===== config.mk =====
export PLATFORM = sky130hd
export DESIGN_NAME = note_beat_scheduler
export DESIGN_NICKNAME = d
export VERILOG_FILES = /design/src/rtl/note_beat_scheduler.sv
export SDC_FILE = /design/constraint.sdc
export NUM_CORES = 1
export LEC_CHECK = 0
export BUFFER_PORTS_ARGS = -buffer_cell sky130_fd_sc_hd__buf_4
export CORE_AREA = 2 2 76 85
export DETAILED_ROUTE_END_ITERATION = 10
export DIE_AREA = 0 0 78 87
export GPL_TIMING_DRIVEN = 0
export PLACE_DENSITY = 0.86
export SETUP_SLACK_MARGIN = 0.15
export SLEW_MARGIN = 20
export SYNTH_ARGS = -nofsm -noshare
export SYNTH_HDL_FRONTEND = slang
export SYNTH_SLANG_ARGS = --single-unit

===== constraint.sdc =====
create_clock -name clk -period 4.69 [get_ports clk]
set_input_delay 0.469 -clock clk [delete_from_list [all_inputs] [get_ports clk]]
set_output_delay 0.469 -clock clk [all_outputs]
set_load 0.05 [all_outputs]

===== src/rtl/note_beat_scheduler.sv =====
// note_beat_scheduler: beat-tick generator and LFSR note sequencer for the
// Drums Hero note generator. Each beat steps a 4-bit LFSR. The stepped value
// becomes a lane mask, or a rest when the top two bits are zero. Notes are
// offered to the renderer over a valid/ready handshake.
// Optional build macro: DENSITY_LIMIT_EN keeps at most the two lowest set
// lanes of every note. The LFSR sequence itself is not affected.
module note_beat_scheduler #(
  parameter int unsigned CLK_DIV    = 12500000,
  parameter int unsigned SONG_BEATS = 64,
  parameter logic [3:0]  SEED       = 4'b0001
) (
  input  logic       clk,
  input  logic       rst,
  input  logic       start,
  input  logic       pause,
  input  logic [1:0] tempo_sel,
  output logic       note_valid,
  input  logic       note_ready,
  output logic [3:0] note_lanes,
  output logic [7:0] beat_idx,
  output logic       busy,
  output logic       done,
  output logic       overrun
);

  localparam logic [1:0] ST_IDLE = 2'd0;
  localparam logic [1:0] ST_RUN  = 2'd1;
  localparam logic [1:0] ST_HOLD = 2'd2;
  localparam logic [1:0] ST_DONE = 2'd3;

  // An all-zero seed would lock the LFSR, so it is replaced by 1.
  localparam logic [3:0] SEED_EFF  = (SEED == 4'b0000) ? 4'b0001 : SEED;
  localparam logic [7:0] LAST_BEAT = 8'(SONG_BEATS);

  function automatic logic [3:0] lfsr_step(input logic [3:0] v);
    return {v[2:0], v[3] ^ v[2]};
  endfunction

  function automatic logic [3:0] shape_note(input logic [3:0] v);
`ifdef DENSITY_LIMIT_EN
    logic [3:0] r;
    logic [1:0] n;
    r = 4'b0000;
    n = 2'd0;
    for (int i = 0; i < 4; i++) begin
      if (v[i] && (n != 2'd2)) begin
        r[i] = 1'b1;
        n    = n + 2'd1;
      end else begin
        r[i] = 1'b0;
      end
    end
    return r;
`else
    return v;
`endif
  endfunction

  logic [1:0]  state_q, state_d;
  logic [3:0]  lfsr_q, lfsr_d;
  logic [31:0] cnt_q, cnt_d;
  logic [7:0]  beat_idx_q, beat_idx_d;
  logic        note_valid_q, note_valid_d;
  logic [3:0]  note_lanes_q, note_lanes_d;
  logic        overrun_q, overrun_d;
  logic [1:0]  tempo_q, tempo_d;
  logic        busy_q, busy_d;
  logic        done_q, done_d;

  logic [31:0] period_s;
  logic [3:0]  stepped_s;
  logic        accept_s;
  logic        at_end_s;
  logic        last_s;

  // Beat period from the latched tempo. It is clamped to at least one cycle.
  always_comb begin
    period_s = 32'(CLK_DIV) >> tempo_q;
    if (period_s == 32'd0) begin
      period_s = 32'd1;
    end else begin
      period_s = period_s;
    end
  end

  // Next-state logic: song FSM, tick counter, LFSR and note handshake.
  always_comb begin
    state_d      = state_q;
    lfsr_d       = lfsr_q;
    cnt_d        = cnt_q;
    beat_idx_d   = beat_idx_q;
    note_valid_d = note_valid_q;
    note_lanes_d = note_lanes_q;
    overrun_d    = overrun_q;
    tempo_d      = tempo_q;
    stepped_s    = lfsr_step(lfsr_q);
    accept_s     = note_valid_q & note_ready;
    at_end_s     = (beat_idx_q == LAST_BEAT);
    last_s       = (cnt_q == (period_s - 32'd1));

    case (state_q)
      ST_IDLE, ST_DONE: begin
        if (start) begin
          state_d      = ST_RUN;
          lfsr_d       = SEED_EFF;
          cnt_d        = 32'd0;
          beat_idx_d   = 8'd0;
          overrun_d    = 1'b0;
          tempo_d      = tempo_sel;
          note_valid_d = 1'b0;
          note_lanes_d = 4'b0000;
        end else begin
          state_d = state_q;
        end
      end
      ST_RUN: begin
        if (accept_s) begin
          note_valid_d = 1'b0;
          note_lanes_d = 4'b0000;
        end else begin
          note_valid_d = note_valid_q;
        end
        // Once the last beat is processed, counting stops. A pending note still drains.
        if (!pause && !at_end_s) begin
          if (last_s) begin
            if (note_valid_q && !note_ready) begin
              // Defer the tick. The counter stays parked at P-1.
              state_d   = ST_HOLD;
              overrun_d = 1'b1;
            end else begin
              cnt_d      = 32'd0;
              lfsr_d     = stepped_s;
              beat_idx_d = beat_idx_q + 8'd1;
              if (stepped_s[3:2] != 2'b00) begin
                note_valid_d = 1'b1;
                note_lanes_d = shape_note(stepped_s);
              end else begin
                note_valid_d = note_valid_d;
              end
            end
          end else begin
            cnt_d = cnt_q + 32'd1;
          end
        end else begin
          cnt_d = cnt_q;
        end
        if ((beat_idx_d == LAST_BEAT) && !note_valid_d) begin
          state_d = ST_DONE;
        end else begin
          state_d = state_d;
        end
      end
      ST_HOLD: begin
        // The counter stays at P-1, so the deferred tick fires on the first cycle back in RUN.
        if (accept_s) begin
          note_valid_d = 1'b0;
          note_lanes_d = 4'b0000;
          state_d      = ST_RUN;
        end else begin
          state_d = ST_HOLD;
        end
      end
      default: begin
        state_d = ST_IDLE;
      end
    endcase

    busy_d = (state_d == ST_RUN) || (state_d == ST_HOLD);
    done_d = (state_d == ST_DONE);
  end

  // State registers with asynchronous reset.
  always_ff @(posedge clk or posedge rst) begin
    if (rst) begin
      state_q      <= ST_IDLE;
      lfsr_q       <= SEED_EFF;
      cnt_q        <= 32'd0;
      beat_idx_q   <= 8'd0;
      note_valid_q <= 1'b0;
      note_lanes_q <= 4'b0000;
      overrun_q    <= 1'b0;
      tempo_q      <= 2'd0;
      busy_q       <= 1'b0;
      done_q       <= 1'b0;
    end else begin
      state_q      <= state_d;
      lfsr_q       <= lfsr_d;
      cnt_q        <= cnt_d;
      beat_idx_q   <= beat_idx_d;
      note_valid_q <= note_valid_d;
      note_lanes_q <= note_lanes_d;
      overrun_q    <= overrun_d;
      tempo_q      <= tempo_d;
      busy_q       <= busy_d;
      done_q       <= done_d;
    end
  end

  assign note_valid = note_valid_q;
  assign note_lanes = note_lanes_q;
  assign beat_idx   = beat_idx_q;
  assign busy       = busy_q;
  assign done       = done_q;
  assign overrun    = overrun_q;

endmodule


==> impl_metrics.py <==
metrics = {
    "timing": {
        "rsz0062_at_grt": "false",
        "fin_worst_skew_ns": 0.0115,
        "fmaxAchievable_mhz": 273,
        "maxSlewViolCount": 0,
        "hold_viol": 0,
        "fin_crit_sh_pct": 78.0,
        "final.min_clock_period_ns": 3.66,
        "whs_ns": 0.240,
        "tns_ns": 0,
        "tightest_slew_ns": 0.835,
        "slew_headroom_pct": 43.8,
        "setup_viol": 0,
    },
    "cts": {
        "insertion_delay_ns": 0.32,
        "cts_hold_buf": 0,
        "clock-sinks": 56,
        "cts_resized": 0,
        "root_buffer": "clkbuf_8",
        "htree_levels": 2,
        "cts_max_path_buffers": 2,
        "cts-buffers-inserted": 5,
        "cts_tree": "yes",
        "clk_pin_slew_ns": 0.11,
        "post-cts-setup-buffers": 0,
    },
    "worst_setup_path": {
        "max_stage_delay_ns": 0.66,
        "start_kind": "flip-flop",
        "crit_buf_inv": 1,
        "critical_path_class": "reg -> reg",
        "crit_family": "simple AND/OR/NAND/NOR gates",
        "r2r_start": "tempo_q[0]$_DFFE_PP0P_",
        "critPathMostFrequentCell": "ha_1",
        "worstPathArrival_ns": 3.87,
        "cp_num_cells": 12,
        "r2r_end": "busy$_DFF_PP0_",
        "reg2reg_slack_ns": 1.03,
        "cp_max_fo": 10,
        "ff2ff_path_depth": 12,
        "crit_required_ns": 4.90,
        "end_kind": "flip-flop",
        "path_cells": "buf_4 -> nand2_1 -> ha_1 -> xnor2_1 -> nor4_4 -> o2111ai_1 -> nor4_1 -> mux2i_1 -> a211oi_2 -> a31oi_1 -> o21ai_0 -> ha_1",
        "slowest_stage": "nor4_1",
    },
    "place": {
        "dp.cells": 551,
        "dpl.hpwl_um": 6720,
        "port_buffers": 21,
        "placed_area_um2": 4000,
        "place.gp.congestion": 0.945,
    },
    "layout": {
        "synthToLayoutAreaGrowth_pct": 9.53,
        "post_layout_nonfiller_instances": 559,
        "final_cell_area_um2": 4100,
        "mostFrequentLayoutCells": "o21ai_0 (55), dfrtp_1 (55), nand2_1 (47), nor2_1 (29), buf_4 (25)",
        "nFillCells": 494,
        "drive_above_1_share_pct": 12.9,
        "diodes": 0,
        "nets": 492,
        "final_core_util_pct": 68.2,
    },
    "global_route": {
        "grt_pass1_vias": 3413,
        "antenna_found_initial": 0,
        "grtUsageTotal_pct": 29.5,
        "grt_pass1_wl_um": 16000,
        "globalRouteOverflowTotal": 0,
        "grt_max_degree": 57,
    },
    "floorplan": {
        "die_height_um": 87,
        "row_count": 30,
        "fp.dieW_um": 78,
        "core_area_um2": 6010,
        "start_util_pct": 62.3,
        "ios": 23,
        "die_area_um2": 6790,
    },
    "route": {
        "avgViaCountPerCell": 6.34,
        "initialDrtViolationCount": 330,
        "vias": 3546,
        "drtAntennaViolNets": 0,
        "drc": 0,
        "firstDrtPassIters": 5,
        "wire_per_inst_um": 16.8,
        "wirelength_um": 9410,
    },
    "synth": {
        "synth.avg_cell_area_um2": 8.31,
        "syn_inst": 450,
        "synth_edf_count": 0,
        "ys_ff_latch": 56,
        "seq_area_frac_synth_pct": 37.5,
        "synth.cell_area_um2": 3740,
        "synth.net_count": 464,
        "ys.flop_type": "dfrtp_1",
        "async_flop_share_pct": 100,
        "yosys.area.top_type_share_pct": 36.8,
        "synth.distinct_cells": 61,
        "ys_warn_count": 0,
        "netlist_top_cells_area": "dfrtp_1 (37%), o21ai_0 (7.4%), nand2_1 (4.7%), a21oi_1 (3.2%), nor2_1 (2.9%)",
        "yosys.area.top_type": "dfrtp_1",
    },
    "min_path": {
        "hold_path.class": "in -> async",
    },
    "outcome": {
        "outcome": "finished clean",
    },
    "run": {
        "cap_violations": 0,
    },
    "pwr": {
        "ir_worst_vdd_uv": 442,
        "p_leak_nw": 1.71,
        "p_per_area_nw_per_um2": 416,
    },
}
[synth_stat cells, types with 7 or more instances]
| cell | n |
|---|---|
| a21oi_1 | 24 |
| a31oi_1 | 8 |
| and2_1 | 8 |
| and3_1 | 8 |
| buf_2 | 10 |
| clkbuf_1 | 12 |
| dfrtp_1 | 55 |
| ha_1 | 7 |
| inv_1 | 18 |
| nand2_1 | 47 |
| nand2b_1 | 12 |
| nand3_1 | 21 |
| nand4_1 | 12 |
| nor2_1 | 29 |
| nor2b_1 | 11 |
| nor3_1 | 11 |
| o21ai_0 | 55 |
| or3_1 | 9 |
| xor2_1 | 7 |
[routing by layer]
layer	wire, µm	part of all wire, %	global-route usage [%]
met5	0	0	0
met4	194	2.1	10.0
met3	502	5.3	4.05
met2	4840	51	54.3
met1	3880	41	35.5
[power breakdown]
part | switching, mW | internal [mW]
Clock | 0.166 | 0.121
Combinational | 0.577 | 0.272
Sequential | 0.0369 | 0.530
Total | 0.781 | 0.923
[flip-flops by register name (all words and copies together) (netlist names)]
register,flops
done,1
overrun,1
lfsr_q,4
tempo_q,2
state_q,2
note_lanes,4
beat_idx,8
note_valid,1
busy,1
cnt_q,32
[cell families (layout without fill, tap and decap cells)]
group	count (synthesis)	after routing	share of synthesized area, %
flip-flops	56	56	37.5
AND/OR/NAND/NOR	195	195	28.9
buffers and inverters	45	74	5.45
adder cells (fa/ha/maj)	7	7	2.34
multiplexers	7	7	1.97
AO/OA/AOI/OAI	127	127	20.8
XOR/XNOR	13	13	3.04
[area by class of cell]
cell class                      instances  area [µm²]  share of cell area (%)
Multi-Input combinational cell        349        2130                    52.1
Sequential cell                        56        1400                    34.2
Timing Repair Buffer                   21         158                    3.85
Buffer                                 27         136                    3.33
Tap cell                               80         100                    2.44
Clock buffer                            6        82.6                    2.02
Inverter                               18        70.1                    1.71
Clock inverter                          2        13.8                   0.336
[worst max-delay path by stage]
stage                     slack (ns)                    start        endpoint
final                           1.03   tempo_q[0]$_DFFE_PP0P_  busy$_DFF_PP0_
after global placement          1.19   tempo_q[0]$_DFFE_PP0P_  busy$_DFF_PP0_
after detailed placement        1.14   tempo_q[0]$_DFFE_PP0P_  busy$_DFF_PP0_
after CTS                       1.11   tempo_q[0]$_DFFE_PP0P_  busy$_DFF_PP0_
after floorplan                 1.51  beat_idx[0]$_DFFE_PP0P_  busy$_DFF_PP0_
after global routing            0.94   tempo_q[0]$_DFFE_PP0P_  busy$_DFF_PP0_
[through the flow]
step	total power, mW	setup slack [ns]
finish	1.70	1.03
CTS	1.70	1.11
floorplan	1.18	1.51
global route	1.82	0.940
global placement	1.39	1.19
detailed placement	1.41	1.14
[worst reg2reg max path, stage by stage (launching register included)]
cell and delay, ns:
dfrtp_1 0.38, buf_4 0.18, nand2_1 0.14, ha_1 0.35, xnor2_1 0.17, nor4_4 0.38
o2111ai_1 0.19, nor4_1 0.66, mux2i_1 0.23, a211oi_2 0.29, a31oi_1 0.15, o21ai_0 0.18
ha_1 0.25
Power figures use the tool's default switching activity.
